--- config.mk ---
export PLATFORM = sky130hd
export DESIGN_NAME = fifo_access_arbiter
export DESIGN_NICKNAME = d
export VERILOG_FILES = /design/src/rtl/fifo_access_arbiter.sv
export SDC_FILE = /design/constraint.sdc
export NUM_CORES = 1
export LEC_CHECK = 0
export ABC_AREA = 1
export CAP_MARGIN = 20
export CORE_ASPECT_RATIO = 2
export CORE_MARGIN = 3
export CORE_UTILIZATION = 42
export DETAILED_ROUTE_END_ITERATION = 8
export MAX_ROUTING_LAYER = met4
export PLACE_DENSITY_LB_ADDON = 0.25
export SLEW_MARGIN = 5
export SYNTH_ARGS = -nofsm -noshare
export SYNTH_HDL_FRONTEND = slang
export SYNTH_SLANG_ARGS = --single-unit
--- constraint.sdc ---
create_clock -name clk_i -period 2.2 [get_ports clk_i]
set_input_delay 0.44 -clock clk_i [delete_from_list [all_inputs] [get_ports clk_i]]
set_output_delay 0.44 -clock clk_i [all_outputs]
set_load 0.02 [all_outputs]
--- src/rtl/fifo_access_arbiter.sv ---
// Arbitrates NUM_WR producers and one consumer onto a single-port FIFO command port,
// tracks occupancy and sequences a discarding flush. Define FIFO_ARB_CHECK_EN to add err_o.
module fifo_access_arbiter #(
  parameter int DATA_W = 8,
  parameter int NUM_WR = 2,
  parameter int DEPTH  = 128,
  localparam int CNT_W = $clog2(DEPTH + 1)
) (
  input  logic                     clk_i,
  input  logic                     rst_i,
  input  logic [NUM_WR-1:0]        wr_req_i,
  input  logic [NUM_WR*DATA_W-1:0] wr_data_i,
  output logic [NUM_WR-1:0]        wr_gnt_o,
  input  logic                     rd_req_i,
  output logic                     rd_gnt_o,
  output logic [DATA_W-1:0]        rd_data_o,
  output logic                     rd_valid_o,
  input  logic                     flush_i,
  output logic                     flush_busy_o,
  output logic                     flush_done_o,
  output logic [CNT_W-1:0]         count_o,
  output logic                     fifo_en_o,
  output logic                     fifo_wr_rd_o,
  output logic [DATA_W-1:0]        fifo_wdata_o,
  input  logic [DATA_W-1:0]        fifo_rdata_i,
  input  logic                     fifo_valid_i,
  input  logic                     fifo_full_i,
  input  logic                     fifo_empty_i
`ifdef FIFO_ARB_CHECK_EN
  ,output logic                    err_o
`endif
);

  localparam int PTR_W = (NUM_WR > 1) ? $clog2(NUM_WR) : 1;
  localparam logic [CNT_W-1:0] DEPTH_C = CNT_W'(DEPTH);

  typedef enum logic {IDLE, FLUSH} state_t;
  typedef enum logic {PRI_WRITE, PRI_READ} pri_t;

  state_t              state_q, state_d;
  pri_t                pri_q, pri_d;
  logic [CNT_W-1:0]    count_q, count_d;
  logic [PTR_W-1:0]    rr_ptr_q, rr_ptr_d;
  logic                fifo_en_q, fifo_en_d;
  logic                fifo_wr_rd_q, fifo_wr_rd_d;
  logic [DATA_W-1:0]   fifo_wdata_q, fifo_wdata_d;
  logic                disc_cmd_q, disc_cmd_d;
  logic                disc_q;

  logic [NUM_WR-1:0]   wr_elig;
  logic                rd_elig;
  logic                wr_any;
  logic [PTR_W-1:0]    wr_win;
  logic [PTR_W-1:0]    scan_idx;
  logic [NUM_WR-1:0]   wr_gnt;
  logic                rd_gnt;
  logic                flush_done;

  assign wr_elig = (state_q == IDLE) ? (wr_req_i & {NUM_WR{count_q < DEPTH_C}}) : '0;
  assign rd_elig = (state_q == IDLE) && rd_req_i && (count_q != '0);

  // First eligible writer at or after the round-robin pointer
  always_comb begin
    wr_any   = 1'b0;
    wr_win   = '0;
    scan_idx = '0;
    for (int i = 0; i < NUM_WR; i++) begin
      scan_idx = PTR_W'((int'(rr_ptr_q) + i) % NUM_WR);
      if (!wr_any && wr_elig[scan_idx]) begin
        wr_any = 1'b1;
        wr_win = scan_idx;
      end
    end
  end

  always_comb begin
    state_d      = state_q;
    pri_d        = pri_q;
    count_d      = count_q;
    rr_ptr_d     = rr_ptr_q;
    fifo_en_d    = 1'b0;
    fifo_wr_rd_d = fifo_wr_rd_q;
    fifo_wdata_d = fifo_wdata_q;
    disc_cmd_d   = 1'b0;
    wr_gnt       = '0;
    rd_gnt       = 1'b0;
    flush_done   = 1'b0;
    case (state_q)
      IDLE: begin
        if (flush_i) begin
          state_d = FLUSH;
        end else if (wr_any && (!rd_elig || pri_q == PRI_WRITE)) begin
          wr_gnt[wr_win] = 1'b1;
          fifo_en_d      = 1'b1;
          fifo_wr_rd_d   = 1'b1;
          fifo_wdata_d   = wr_data_i[wr_win*DATA_W +: DATA_W];
          count_d        = count_q + 1'b1;
          pri_d          = PRI_READ;
          if (int'(wr_win) == NUM_WR - 1) rr_ptr_d = '0;
          else                            rr_ptr_d = wr_win + 1'b1;
        end else if (rd_elig) begin
          rd_gnt       = 1'b1;
          fifo_en_d    = 1'b1;
          fifo_wr_rd_d = 1'b0;
          count_d      = count_q - 1'b1;
          pri_d        = PRI_WRITE;
        end
      end
      FLUSH: begin
        // Exit only once the last discard read has reached the FIFO command port
        if (count_q != '0) begin
          fifo_en_d    = 1'b1;
          fifo_wr_rd_d = 1'b0;
          disc_cmd_d   = 1'b1;
          count_d      = count_q - 1'b1;
        end else if (!disc_cmd_q) begin
          state_d    = IDLE;
          flush_done = 1'b1;
        end
      end
      default: state_d = IDLE;
    endcase
  end

  always_ff @(posedge clk_i) begin
    if (rst_i) begin
      state_q      <= IDLE;
      pri_q        <= PRI_WRITE;
      count_q      <= '0;
      rr_ptr_q     <= '0;
      fifo_en_q    <= 1'b0;
      fifo_wr_rd_q <= 1'b0;
      fifo_wdata_q <= '0;
      disc_cmd_q   <= 1'b0;
      disc_q       <= 1'b0;
    end else begin
      state_q      <= state_d;
      pri_q        <= pri_d;
      count_q      <= count_d;
      rr_ptr_q     <= rr_ptr_d;
      fifo_en_q    <= fifo_en_d;
      fifo_wr_rd_q <= fifo_wr_rd_d;
      fifo_wdata_q <= fifo_wdata_d;
      disc_cmd_q   <= disc_cmd_d;
      disc_q       <= disc_cmd_q;
    end
  end

  // disc_q is the discard tag delayed to line up with fifo_valid_i
  assign wr_gnt_o     = wr_gnt & {NUM_WR{~rst_i}};
  assign rd_gnt_o     = rd_gnt & ~rst_i;
  assign rd_data_o    = fifo_rdata_i;
  assign rd_valid_o   = fifo_valid_i & ~disc_q & ~rst_i;
  assign flush_busy_o = (state_q == FLUSH) & ~rst_i;
  assign flush_done_o = flush_done & ~rst_i;
  assign count_o      = count_q;
  assign fifo_en_o    = fifo_en_q;
  assign fifo_wr_rd_o = fifo_wr_rd_q;
  assign fifo_wdata_o = fifo_wdata_q;

`ifdef FIFO_ARB_CHECK_EN
  logic             err_q;
  logic             chk_q;
  logic             rd_prev_q;
  logic [CNT_W-1:0] snap_q;

  // FIFO status reflects a command one cycle after the count moved
  always_ff @(posedge clk_i) begin
    if (rst_i) begin
      err_q     <= 1'b0;
      chk_q     <= 1'b0;
      rd_prev_q <= 1'b0;
      snap_q    <= '0;
    end else begin
      chk_q     <= fifo_en_q;
      snap_q    <= count_q;
      rd_prev_q <= fifo_en_q & ~fifo_wr_rd_q;
      if ((chk_q && ((fifo_full_i != (snap_q == DEPTH_C)) ||
                     (fifo_empty_i != (snap_q == '0)))) ||
          (fifo_valid_i && !rd_prev_q)) begin
        err_q <= 1'b1;
      end
    end
  end

  assign err_o = err_q;
`else
  logic unused_status;
  assign unused_status = fifo_full_i ^ fifo_empty_i;
`endif

endmodule
[Word level (Yosys, flattened, before mapping)]
Index checks and enable logic that the tools add are counted.
Widths: inputs -> output; s select.
Word-level totals
  flip-flop bits (word level): 23
  logic and storage cells: 88
Operators by class
  $add $sub $neg: 4
  magnitude comparators: 5
  equality and inequality tests: 3
  shift-type cells: 1
  mux-type cells: 40
  bitwise gates (word level): 12
  reduce and logical (&&, ||, !) cells: 14
Operator list (count)
  $mux 8: 4
  $mux 1: 27
  $pmux 8 s2: 1
  $shiftx 16x5->8: 1
  $reduce_and 3->1: 3
  $add 8x1->8 const B: 1
  $lt 8x8->1 const B: 1
  $mux 2: 4
  $reduce_bool 8->1: 1
  $sub 8x1->8 const B: 1
  $lt 1x2->1 const B: 3
  $pmux 1 s2: 3
  $and 1x1->1: 5
  $logic_and 1x1->1: 5
  $not 1->1: 5
  $and 2x2->2: 2
  $ne 3x2->1 const B: 1
  $add 1x1->1 const B: 2
  $logic_not 1->1: 2
  $ne 2x1->1 const B: 1
  $ne 2x2->1 const B: 1
  $reduce_bool 2->1: 1
  $reduce_or 2->1: 1
  $demux 1 s1: 1
  other kinds (2): 2

[Longest topological paths before layout]
Gate-level depths: netlist (run 1).
  word-level depth: 17
  mapped depth: 12
  depth with buffers taken out: 12

[Worst setup path after synthesis (run 1)]
OpenSTA, ideal clock, no wires.
  path kind: register -> output
  start: reg count_q[0], in the netlist count_o[0]
  end: out rd_gnt_o
  arrival time: 2117 ps
  required time: 1760 ps
  setup slack: -357 ps
  stages on the path, launching flop included: 11
  path buffers: 1
  path through: dfxtp_1 -> inv_1 -> ha_1 -> nand2_2 -> nor2_4 -> nand2_2 -> nand3_4 -> nand2_4 -> buf_6 -> inv_1 -> nor4_1
Between the ends
  word-level cells in the longest chain between the ends: 14
  elaborated cells between the ends (all ways): 21
Ends and longest elaborated chain
  start: declaration: line 42  | logic [CNT_W-1:0] count_q, count_d;
  start signal: assignment: line 139  | count_q <= count_d;
  $lt 8x8->1: line 59  | assign wr_elig = (state_q == IDLE) ? (wr_req_i & {NUM_WR{count_q < DEPTH_C}}) : '0;
  $and 2x2->2: line 59
  $mux 2: line 59
  $mux 1 (not written as such) (2 in a row): line 69  | if (!wr_any && wr_elig[scan_idx]) begin
  $mux 1: line 69
  $logic_not 1->1: line 69
  $logic_and 1x1->1: line 69
  $mux 1: line 69
  $logic_and 1x1->1: line 92  | end else if (wr_any && (!rd_elig || pri_q == PRI_WRITE)) begin
  $mux 1 *: line 92
  $mux 1 *: line 90  | if (flush_i) begin
  $mux 1 *: line 88  | case (state_q)
  $and 1x1->1 *: line 151  | assign rd_gnt_o = rd_gnt & ~rst_i;
  end: declaration: line 15  | output logic rd_gnt_o,
Every way passes the cells marked *; elsewhere a longest branch is shown, timed or not. The select of a mux whose other input is x is not followed.

[Final worst setup path (run 1)]
  start: reg count_q[7], in the netlist count_o[7]
  end: out flush_done_o
Between the ends
  word-level cells in the longest chain between the ends: 4
Ends and longest elaborated chain
  $reduce_bool 8->1: line 111  | if (count_q != '0) begin
  $mux 1: line 111
  $mux 1: line 88
  $and 1x1->1: line 155  | assign flush_done_o = flush_done & ~rst_i;
  end: declaration: line 20  | output logic flush_done_o,
No other way between the ends.

==> results of run 1 <==
[metal layers]
layer / up-vias / share of wire [%] / track usage (%)
met3: 14 / 4.2 / 2.48
met2: 54 / 57 / 39.4
met1: 714 / 35 / 17.7
li1: 840 / - / -
met5: - / 0 / -
met4: 0 / 3.6 / 9.98
[through the flow]
step                std cells  utilization, %
global placement          335            62.6
finish                    341            65.5
detailed placement        335            62.6
floorplan                 228               -
global route              341            65.5
CTS                       339            63.8
[registers in the layout, summed over array words and instances, names as in the netlist]
register,flops
pri_q,1
count_o,8
fifo_wr_rd_o,1
fifo_en_o,1
fifo_wdata_o,8
state_q,1
disc_q,1
disc_cmd_q,1
rr_ptr_q,1
[critical path, cell delays in order, from the launching register on]
cell	delay [ps]
dfxtp_1	360
inv_1	100
nand2_1	60
nor2_1	190
nand2_4	100
buf_4	150
nor4_2	160
clkdlybuf4s15_2	300
[synth_stat cells (2+ instances only)]
cell / n / area (um2)
nand2_1: 71 / 267
o21ai_0: 11 / 55.1
nand3_1: 17 / 85.1
inv_1: 18 / 67.6
nor4_1: 2 / 12.5
clkbuf_1: 3 / 11.3
inv_2: 2 / 7.51
nor2_1: 26 / 97.6
ha_1: 2 / 25.0
buf_4: 8 / 60.1
nand2_4: 2 / 22.5
xor2_1: 7 / 61.3
nor3_2: 2 / 20.0
a21oi_1: 12 / 60.1
nand2_2: 3 / 18.8
buf_6: 2 / 22.5
a21oi_2: 3 / 26.3
dfxtp_1: 23 / 460
[path summary, 6_finish.rpt]
kind,endpoint,slack (ps),depth (start not counted)
worst min register to register,fifo_wdata_o[4],460,2
worst min-delay path,fifo_wdata_o[4],460,2
worst max-delay path,flush_done_o,50,7
worst max register to register,fifo_wr_rd_o,370,12
[power breakdown]
| group | internal (mW) | total (mW) | switching, mW |
|---|---|---|---|
| Clock | 0.127 | 0.272 | 0.145 |
| Combinational | 0.893 | 2.02 | 1.12 |
| Sequential | 0.542 | 0.630 | 0.0878 |
| Total | 1.56 | 2.92 | 1.36 |
[cell type report]
cell class | count | area [um2]
clock buffer | 3 | 41.3
timing repair buffer | 76 | 681
tap | 48 | 60.1
sequential | 23 | 463
fill | 311 | 1180
multi-input combinational | 167 | 892
clock inverter | 1 | 5.00
inverter | 23 | 93.8
[repair_timing]
item,in CTS,in global routing
resized for setup,21,13
setup buffers,0,2
pin swaps,0,1
endpoints found under the hold margin,0,0
endpoints found under the setup margin,6,4
[cell families after synthesis]
kind of cell,after synthesis,synth area share (%)
compound gates,28,10.3
xor+xnor,7,4.05
fa+ha+maj,2,1.65
buf+inv,38,14.1
flops,23,30.4
simple gates,130,39.5
==> results.txt, run 1 <==
The flow ran to the end, and the final reports show no timing, DRC or antenna violations. Clock-pin slew was measured on the worst setup and hold paths at 90 ps. The maximum vdd drop is 0.000593 V, and the number of hold-slack violations in the final timing report is 0. The largest driver fanout on the critical path was 5; the maximum number of pins on one net before global-route repair was 14. The I/O pin total is 65. The number of standard-cell rows in the floorplan came out at 30. Across every metal layer, demand over resource in global routing totals 19.9%. In the layout the commonest cells are nand2_1 (71), clkdlybuf4s50_1 (40), buf_4 (32).

Top flip-flop cell by instance count after synthesis: dfxtp_1. In this run the critical register-to-register path is launched from count_o[7]. Timing would allow up to 466 MHz. Leaving out fill and tap cells, the most frequent cell in the layout is nand2_1.

Setup violations remaining at the end of the flow were counted as 0. Buffers inserted to repair hold after CTS numbered 0. The final critical path time including I/O delays and setup works out to 2150 ps. The initial utilization of the core area, before any placement, comes to 44.3%.

The number of global-route vias before repair is 1,574, and the number of port buffers is 46. For this run, design rule violations remaining after detail routing come to 0. The clock tree skew after final layout was 4.82 ps; the die extent in x was 48.4 um. The synthesized design contains 0 enable-type register cells. After global routing the overflow that remains totals 0. The placeable core region was 0.00342 mm2; the number of cells produced by synthesis was 228. Max-cap violations in this run came to 0. The total power after layout was 2.92 mW; the worst slew margin relative to its limit was 80.5%. TritonCTS built the clock tree. The via count is 1,622, and the total clock sinks is 23. The logs give 1760 ps for the critical path required time and 4 for the number of optimization iterations in the first detailed-route pass. The tools report the count of yosys warnings during synthesis as 0.

The detailed-route wire length per cell works out to 12.0 um. The number of diodes came out at 0. The HPWL after detailed placement is 3.28 mm.

For the count of unique library cells instantiated by Yosys, the log shows 32. STA classifies the critical path startpoint as a register. The share of cells above drive strength 1 came out at 21.8%. The logs give 4.09 mm for the post-detailed-routing wire length and 270 ps for the source-to-sink clock delay at the later pin of the worst-skew pair. The critical path startpoint is count_o[7]. The tree is rooted in a clkbuf_8. The period utilization was 97.6%. In this run the vertical extent of the chip is 90.9 um.

Summed over all cells, the static leakage comes to 0.991 nW. After detailed placement, the total cell area comes to 0.00214 mm2. The number of antenna violations at the first check in global routing was 0; the slew of the pin with the lowest slew margin was 292 ps. By startpoint and endpoint, the worst setup path is classified as reg -> out.

The die covers 0.00440 mm2. Relative to the synthesized area, the layout overhead comes to 47.8%. With fillers left out, the area of the finished cells amounts to 0.00224 mm2. Counting every net in the synthesized netlist gives 263.

Summed over all failing endpoints, the final setup total negative slack is 0 ps. The first global-routing pass estimated 6.75 mm of wire. After layout, the worst setup slack is 53.8 ps.

Average via count per standard cell: 4.76. The cell area power density was 1300 mW/mm2. The number of max-slew violations in the final report came out at 0. In this run the most critical hold path is launched from fifo_wdata_o[4]. The number of clock buffers added by TritonCTS is 3. In this run, the number of DRC markers left after iteration 0 of detailed routing was 34. Sequential cell area fraction in the yosys report: 30.4%. No sink is reached through more buffers than the 2 on the longest clock path. Averaged over all synthesized cells, the footprint is 6.63 um2.

Routability-driven placement finished with a final weighted congestion of 0.849. The run gives -425 ps as the worst setup timing slack at the placement stage. The number of levels the H-tree was split into came out at 1.

The logs give 1710 ps for the data arrival time of the worst path and 0.00151 mm2 for the area of the mapped netlist. Counting flops and latches in the post-synthesis netlist gives 23. Endpoint type of the worst setup path: a primary output. In this run the remaining antenna-violating nets after routing total 0. Class of the most critical hold timing path: reg -> reg. Counting flops with an async set or reset pin after synthesis yields a share of 0%. On the final layout, the worst hold slack is 461 ps. After the last flow step, the layout net total stands at 329.
No activity file was read; power rests on OpenSTA's default activity.
==> run 2, diff against run 1 <==
Settings changed: ABC_CLOCK_PERIOD_IN_PS from default to 2200, SETUP_SLACK_MARGIN from default to 0.02.
==> run 2 against run 1 <==
Setup slack worse by 24 ps. Cell count up 0.59%. Global-route usage up 0.35 points. Largest cell class unchanged. Largest power group unchanged.
==> results.txt, run 2 (same netlist as run 1, synthesis figures left out) <==
The flow ran to the end, and the final reports show no timing, DRC or antenna violations. Summing all non-filler instances in the final layout gives an area of 0.00226 mm2. The tightest min-delay check is of the reg -> reg type.

The clock edge transition at the registers on the reported setup and hold paths is 90 ps, and the floorplan die height is 90.9 um. At the worst endpoint, the required time is 1760 ps. The tools report the kind of launch point of the worst setup path as a register.

The root buffer cell chosen for the clock tree is clkbuf_8. After filler insertion, the fill cell instance count of the layout stands at 310. The most used routing layer is met2. Number of standard-cell rows in the floorplan: 30. The number of antenna violations at the first check in global routing was 0; the highest clock frequency the design can meet was 461 MHz. Summed over all cells, the static leakage comes to 1.01 nW. Entering global routing, the biggest net connects 14 pins. The logs give 0 for the count of max-cap constraint violations and 66.2% for the final core utilization.

The first global-routing pass estimated 6.86 mm of wire. The longest clock path from root to sink contains 2 buffers. The number of CTS-inserted buffers is 3, and the placeable core region is 0.00342 mm2.

Setup repair after global routing could not meet its margin everywhere. The tools report the number of DRC markers in iteration 0 as 29. For this run, the detailed router's first-pass iteration total came to 4. STA classifies the critical path endpoint as a primary output. After detailed routing, the number of vias per cell comes to 4.74. The run gives 0.00214 mm2 as the post-placement cell area. Hold timing on the final database bottoms out at a slack of 461 ps.

For this run, design rule violations remaining after detail routing come to 0. The run gives 0 as the remaining antenna violation count. The number of global-route vias before repair was 1,589; the setup slack on the worst flop-to-flop path was 390 ps.

The initial core utilization was 44.3%. The post-detailed-routing wire length is 4.24 mm. The largest stage delay on the critical path is 330 ps.

The die covers 0.00440 mm2. The share of cells above drive strength 1 works out to 23.1%. Leaving out fill and tap cells, the most frequent cell in the layout is nand2_1. The die extent in x was 48.4 um. The cell occurring most often along the worst timing path is nand2_4. The run gives 331 as the final-stage net count. The cell area power density is 1320 mW/mm2, and the all-layer global routing usage is 20.3%. VDD sags by at most 0.000602 V. In this run the count of I/O pins placed on the die edge is 65. The worst pin sits at a relative slew slack of 80.3%. The final instance count without filler cells is 343. TritonCTS built the clock tree. In this run the tool buffered the top-level ports with 46 buffer cells. The signal on the critical path passes through inv_2, ha_4, nand2_4, nor2_4, nand2_4, nand3_4, nand2_4, nor2_8, inv_6, nor3_4, buf_6. The total overflow left after global routing is 0.

Across all layers, the routed design uses 1,626 vias. For the number of instances in the placed design, the log shows 335. For the pin with the worst max-slew slack, the measured transition is 295 ps. In the global route stage, met2 resource usage came out at 40.0%.

The source-to-sink clock delay at the later pin of the worst-skew pair came out at 270 ps. For met3 alone, demand over resource in global routing was 2.15%. The clock net in this run drives a total of 23 sinks. The placer's final routability congestion estimate was 0.849; the clock tree skew after final layout was 5.27 ps.

For the number of max-slew violations in the final report, the log shows 0. The library cells used most frequently in the layout, excluding fill and tap cells, are nand2_1 (71), clkdlybuf4s50_1 (40), buf_4 (34). The number of levels the H-tree was split into came out at 1. Among cell families on the critical path, the largest total delay comes from simple AND/OR/NAND/NOR gates.

The final critical path time including I/O delays and setup came out at 2170 ps. The tools report the number of hold-slack violations in the final timing report as 0. The logs give 1730 ps for the data arrival time of the worst path and 0 for the final count of negative-setup-slack endpoints. The detailed-route wire length per cell is 12.4 um, and the period utilization is 98.6%. The critical-path cell with the highest stage delay is dfxtp_2.

The design draws 2.99 mW. The post-cts hold buffer count came out at 0. The number of diodes came out at 0.

The HPWL after detailed placement is 3.28 mm. Counting both buffers and inverters, the worst setup path holds a total of 3. In this run the worst path has a maximum fanout of 4. The critical path class was reg -> out. The run gives 18.1% as the met1 global-route usage. Compared with the post-synthesis result, the final layout area differs by 49.5%.
-- run 2: changes by cell type in the layout (fill, tap and decap cells not counted), sizes merged --
cell | previous run | this run
buf | 33 | 36
clkdlybuf4s15 | 1 | 0
-- run 2: layout make-up --
| class | instances | area (um2) | area share (%) |
|---|---|---|---|
| multi-input combinational | 167 | 910 | 40.2 |
| timing repair buffer | 78 | 689 | 30.5 |
| sequential | 23 | 463 | 20.5 |
| inverter | 23 | 93.8 | 4.15 |
| tap | 48 | 60.1 | 2.65 |
| clock buffer | 3 | 41.3 | 1.83 |
| clock inverter | 1 | 5.00 | 0.221 |
-- run 2: metal layers --
metal  vias to the layer above  share of wire, %
li1                        845                 -
met1                       712                35
met2                        53                57
met3                        16               3.8
met4                         0               4.2
met5                         -                 0
-- run 2: final timing paths --
check                                        to  cells after the start       startpoint
worst max-delay path                wr_gnt_o[0]                     11       count_o[0]
worst min register to register  fifo_wdata_o[4]                      2  fifo_wdata_o[4]
worst max register to register     fifo_wr_rd_o                     13       count_o[0]
worst min-delay path            fifo_wdata_o[4]                      2  fifo_wdata_o[4]
-- run 2: report_power, final --
group | switching [mW] | internal (mW)
Combinational | 1.16 | 0.928
Sequential | 0.0912 | 0.542
Clock | 0.142 | 0.127
Total | 1.39 | 1.60
-- run 2: tightest hold or removal path: cells and delay by family, from the launching register on --
kind               cells  cell delay (ps)
AOI/OAI and AO/OA      1               50
DFF                    1              310
and+or+nand+nor        1               60
-- run 2: per-stage QoR --
| stage | setup WS, ps | TNS, ps |
|---|---|---|
| finish | 30.1 | 0 |
| detailed placement | -425 | -1530 |
| global placement | -422 | -1480 |
| floorplan | -33.6 | -81.2 |
| global route | -57.0 | -83.3 |
| CTS | -37.3 | -37.3 |
-- run 2: repair_timing --
action / 4_1_cts / 5_1_grt
setup buffers: 0 / 4
setup endpoints to repair: 6 / 4
cloned: 0 / 0
pin swaps: 0 / 6
gates resized for setup: 23 / 16
==> run 3, diff against run 2 <==
Settings changed: CORE_MARGIN 3 to 8.
==> run 3 against run 2 <==
Clock power grew 2%. Setup slack improved by 73 ps. Maximum frequency increased by 3.5%. Sequential power down 2%. Critical path depth is the same. Register-to-register slack improved by 150 ps. Largest power group unchanged. Non-clock buffer count did not move. Global-route usage fell by 4.6 points. Sequential share of layout area rose by 0.27 points.
==> results.txt, run 3 (same netlist as run 1, synthesis figures left out) <==
For this design the ratio of total power to cell area is 1310 mW/mm2. In this run, the combinational gates consume 69.3% of the power. The initial core utilization was 42.9%.

Number of levels the H-tree was split into: 1. The worst setup path is captured at a primary output. Per report_power, the clock group accounts for 9.4% of the total.

The number of antenna violations at the first check in global routing was 0; the net switching share of the total power was 46.3%. The clock reaches the later pin of the worst-skew pair after 270 ps. The worst hold path terminates at disc_q. The final-stage net count was 331. The data arrival time of the worst path was 1660 ps. The capture instance of the worst register-to-register path was fifo_wr_rd_o. Max-cap violations in this run came to 0.

The total internal power is 1.57 mW, and the sum of net half-perimeters after detailed placement is 3.41 mm. Cells with a size suffix above 1 make up 21.7% of the layout. Hold repair after CTS inserted 0 buffers. For the pin with the worst max-slew slack, the measured transition is 328 ps. Of all nets on the critical path, the largest fanout is 5. Entering global routing, the biggest net connects 14 pins. The number of global-route vias before repair was 1,620.

The total clock sinks is 23, and the detailed-route wire length per cell is 12.5 um. Subtracting the final worst setup slack from the clock period gives 2100 ps. During I/O placement, the number of pins put on the boundary was 65.

After clock tree synthesis, the clock-pin slew on the worst setup and hold paths is 90 ps. The tools report the number of standard-cell rows in the floorplan as 31. For the area occupied by multi-input gates, the log shows 880 um2. After layout, the worst path uses 95.3% of the clock period. Across the routed clock network, the largest skew measured is 2.91 ps. For the worst setup path, the data required time is 1760 ps.

The worst min-delay path startpoint was disc_cmd_q. Number of DRC markers in iteration 0: 37. The final core utilization was 63.1%; the placer's final routability congestion estimate was 0.871. For this block, the routed nets add up to 4.30 mm of wire. Number of hold-slack violations in the final timing report: 0. The run gives 0 as the remaining antenna violation count.

STA classifies the critical path startpoint as a register. The number of optimization iterations in the first detailed-route pass was 4; the sum of overflow across all layers after global routing was 0. The logs give 78.1% for the worst slew margin relative to its limit and 1.35 mW for the net load switching power. Compared with the post-synthesis result, the final layout area differs by 47.2%.

The die covers 0.00589 mm2. The top cell types in the final layout, fill and taps aside, are nand2_1 (71), clkdlybuf4s50_1 (39), buf_4 (35). The worst-case IR drop observed on VDD is 0.000728 V.

For the number of inserted filler cells in the final layout, the log shows 327. The die extent in x was 58.4 um. Across all layers, the routed design uses 1,661 vias. The flow ran to the end, and the final reports show no timing, DRC or antenna violations. The tools report the first-pass GRT wire length as 7.23 mm. The startpoint identified for the worst register-to-register timing path is count_o[0]. For flop-to-flop paths, the worst setup slack is 540 ps. Port buffering added 46 buffers. Measured in cells, the most critical reg-to-reg path has a length of 11. After detailed routing, the number of remaining DRC violations is 0. The number of diodes came out at 0. TritonCTS built the clock tree.

Using the TritonRoute via totals, the vias-per-cell ratio works out to 4.83. Critical path class: reg -> out. Setup repair after global routing could not meet its margin everywhere.

In the final layout, flip-flops and latches occupy 462 um2. The class of the most critical hold timing path was reg -> reg. For this design the static power due to leakage is 1.00 nW. Summing internal, switching and leakage power gives 2.92 mW.

Global routing consumed, over all layers together, 15.7% of the routing resources. The number of cells on the worst hold path was 2; the highest clock frequency the design can meet was 477 MHz. The region available for standard cell placement spans 0.00353 mm2.

Clock tree synthesis inserted a total of 3 buffers. Registers are responsible for 21.3% of the overall power. The tools report the CTS root buffer as clkbuf_8. The run gives 0 as the final count of negative-setup-slack endpoints.

Buffer depth of the longest clock path: 2. The most common cell after layout, fill and taps aside is nand2_1. The floorplan die height works out to 101 um. The number of max-slew violations in the final report is 0.
run 3: timing repair:
action | 4_1_cts | 5_1_grt
pin swaps | 1 | 1
buffers inserted | 0 | 2
setup endpoints to repair | 6 | 4
gates resized for setup | 28 | 6
run 3: worst max path at each step:
stage	startpoint	endpoint	slack, ps	cells past startpoint
2_1_floorplan	count_o[0]	wr_gnt_o[0]	-30	11
3_3_place_gp	rd_req_i	rd_gnt_o	-440	8
3_5_place_dp	rd_req_i	rd_gnt_o	-480	8
4_1_cts	count_o[0]	wr_gnt_o[0]	20	11
5_1_grt	count_o[0]	wr_gnt_o[0]	-10	11
6_report	count_o[0]	wr_gnt_o[0]	100	11
run 3: critical path, cell delays in order (launching register included):
cell     delay (ps)
dfxtp_2         330
inv_2            70
ha_4            130
nand2_2          60
nor2_4          140
nand2_4          80
nand3_4          80
nand2_4          70
nor2_8          110
inv_6            50
nor3_2           90
buf_4           160
run 3: power by group through the flow:
stage,sequential [mW],combinational [mW],clock (mW)
6_report,0.621,2.02,0.274
3_5_place_dp,0.625,1.92,0
2_1_floorplan,0.783,1.06,0
3_3_place_gp,0.622,1.90,0
5_1_grt,0.638,2.25,0.296
4_1_cts,0.616,1.95,0.291
run 3: per-stage QoR:
| step | std cells | instance area [um2] | hold WS, ps | worst slack, ps | TNS [ps] |
|---|---|---|---|---|---|
| global placement | 338 | 2160 | 432 | -437 | -1860 |
| CTS | 342 | 2190 | 451 | 21.9 | 0 |
| finish | 344 | 2230 | 445 | 103 | 0 |
| detailed placement | 338 | 2160 | 436 | -478 | -1910 |
| global route | 344 | 2230 | 482 | -11.0 | -17.6 |
| floorplan | 228 | 1530 | 413 | -33.6 | -81.2 |
run 3: layout make-up:
| type | count | share of cell area, % |
|---|---|---|
| clock buffers | 3 | 1.85 |
| flip-flops and latches | 23 | 20.7 |
| inverters | 23 | 4.21 |
| repair buffers | 78 | 30.7 |
| multi-input cells | 167 | 39.5 |
| well taps | 49 | 2.75 |
| clock inverters | 1 | 0.225 |
run 3: layer usage:
| metal | up-vias | wire [um] | GRT usage [%] |
|---|---|---|---|
| met5 | - | 0 | - |
| met4 | 0 | 63 | 6.27 |
| met3 | 5 | 180 | 3.20 |
| met2 | 36 | 2150 | 25.6 |
| met1 | 776 | 1910 | 18.0 |
| li1 | 844 | - | - |
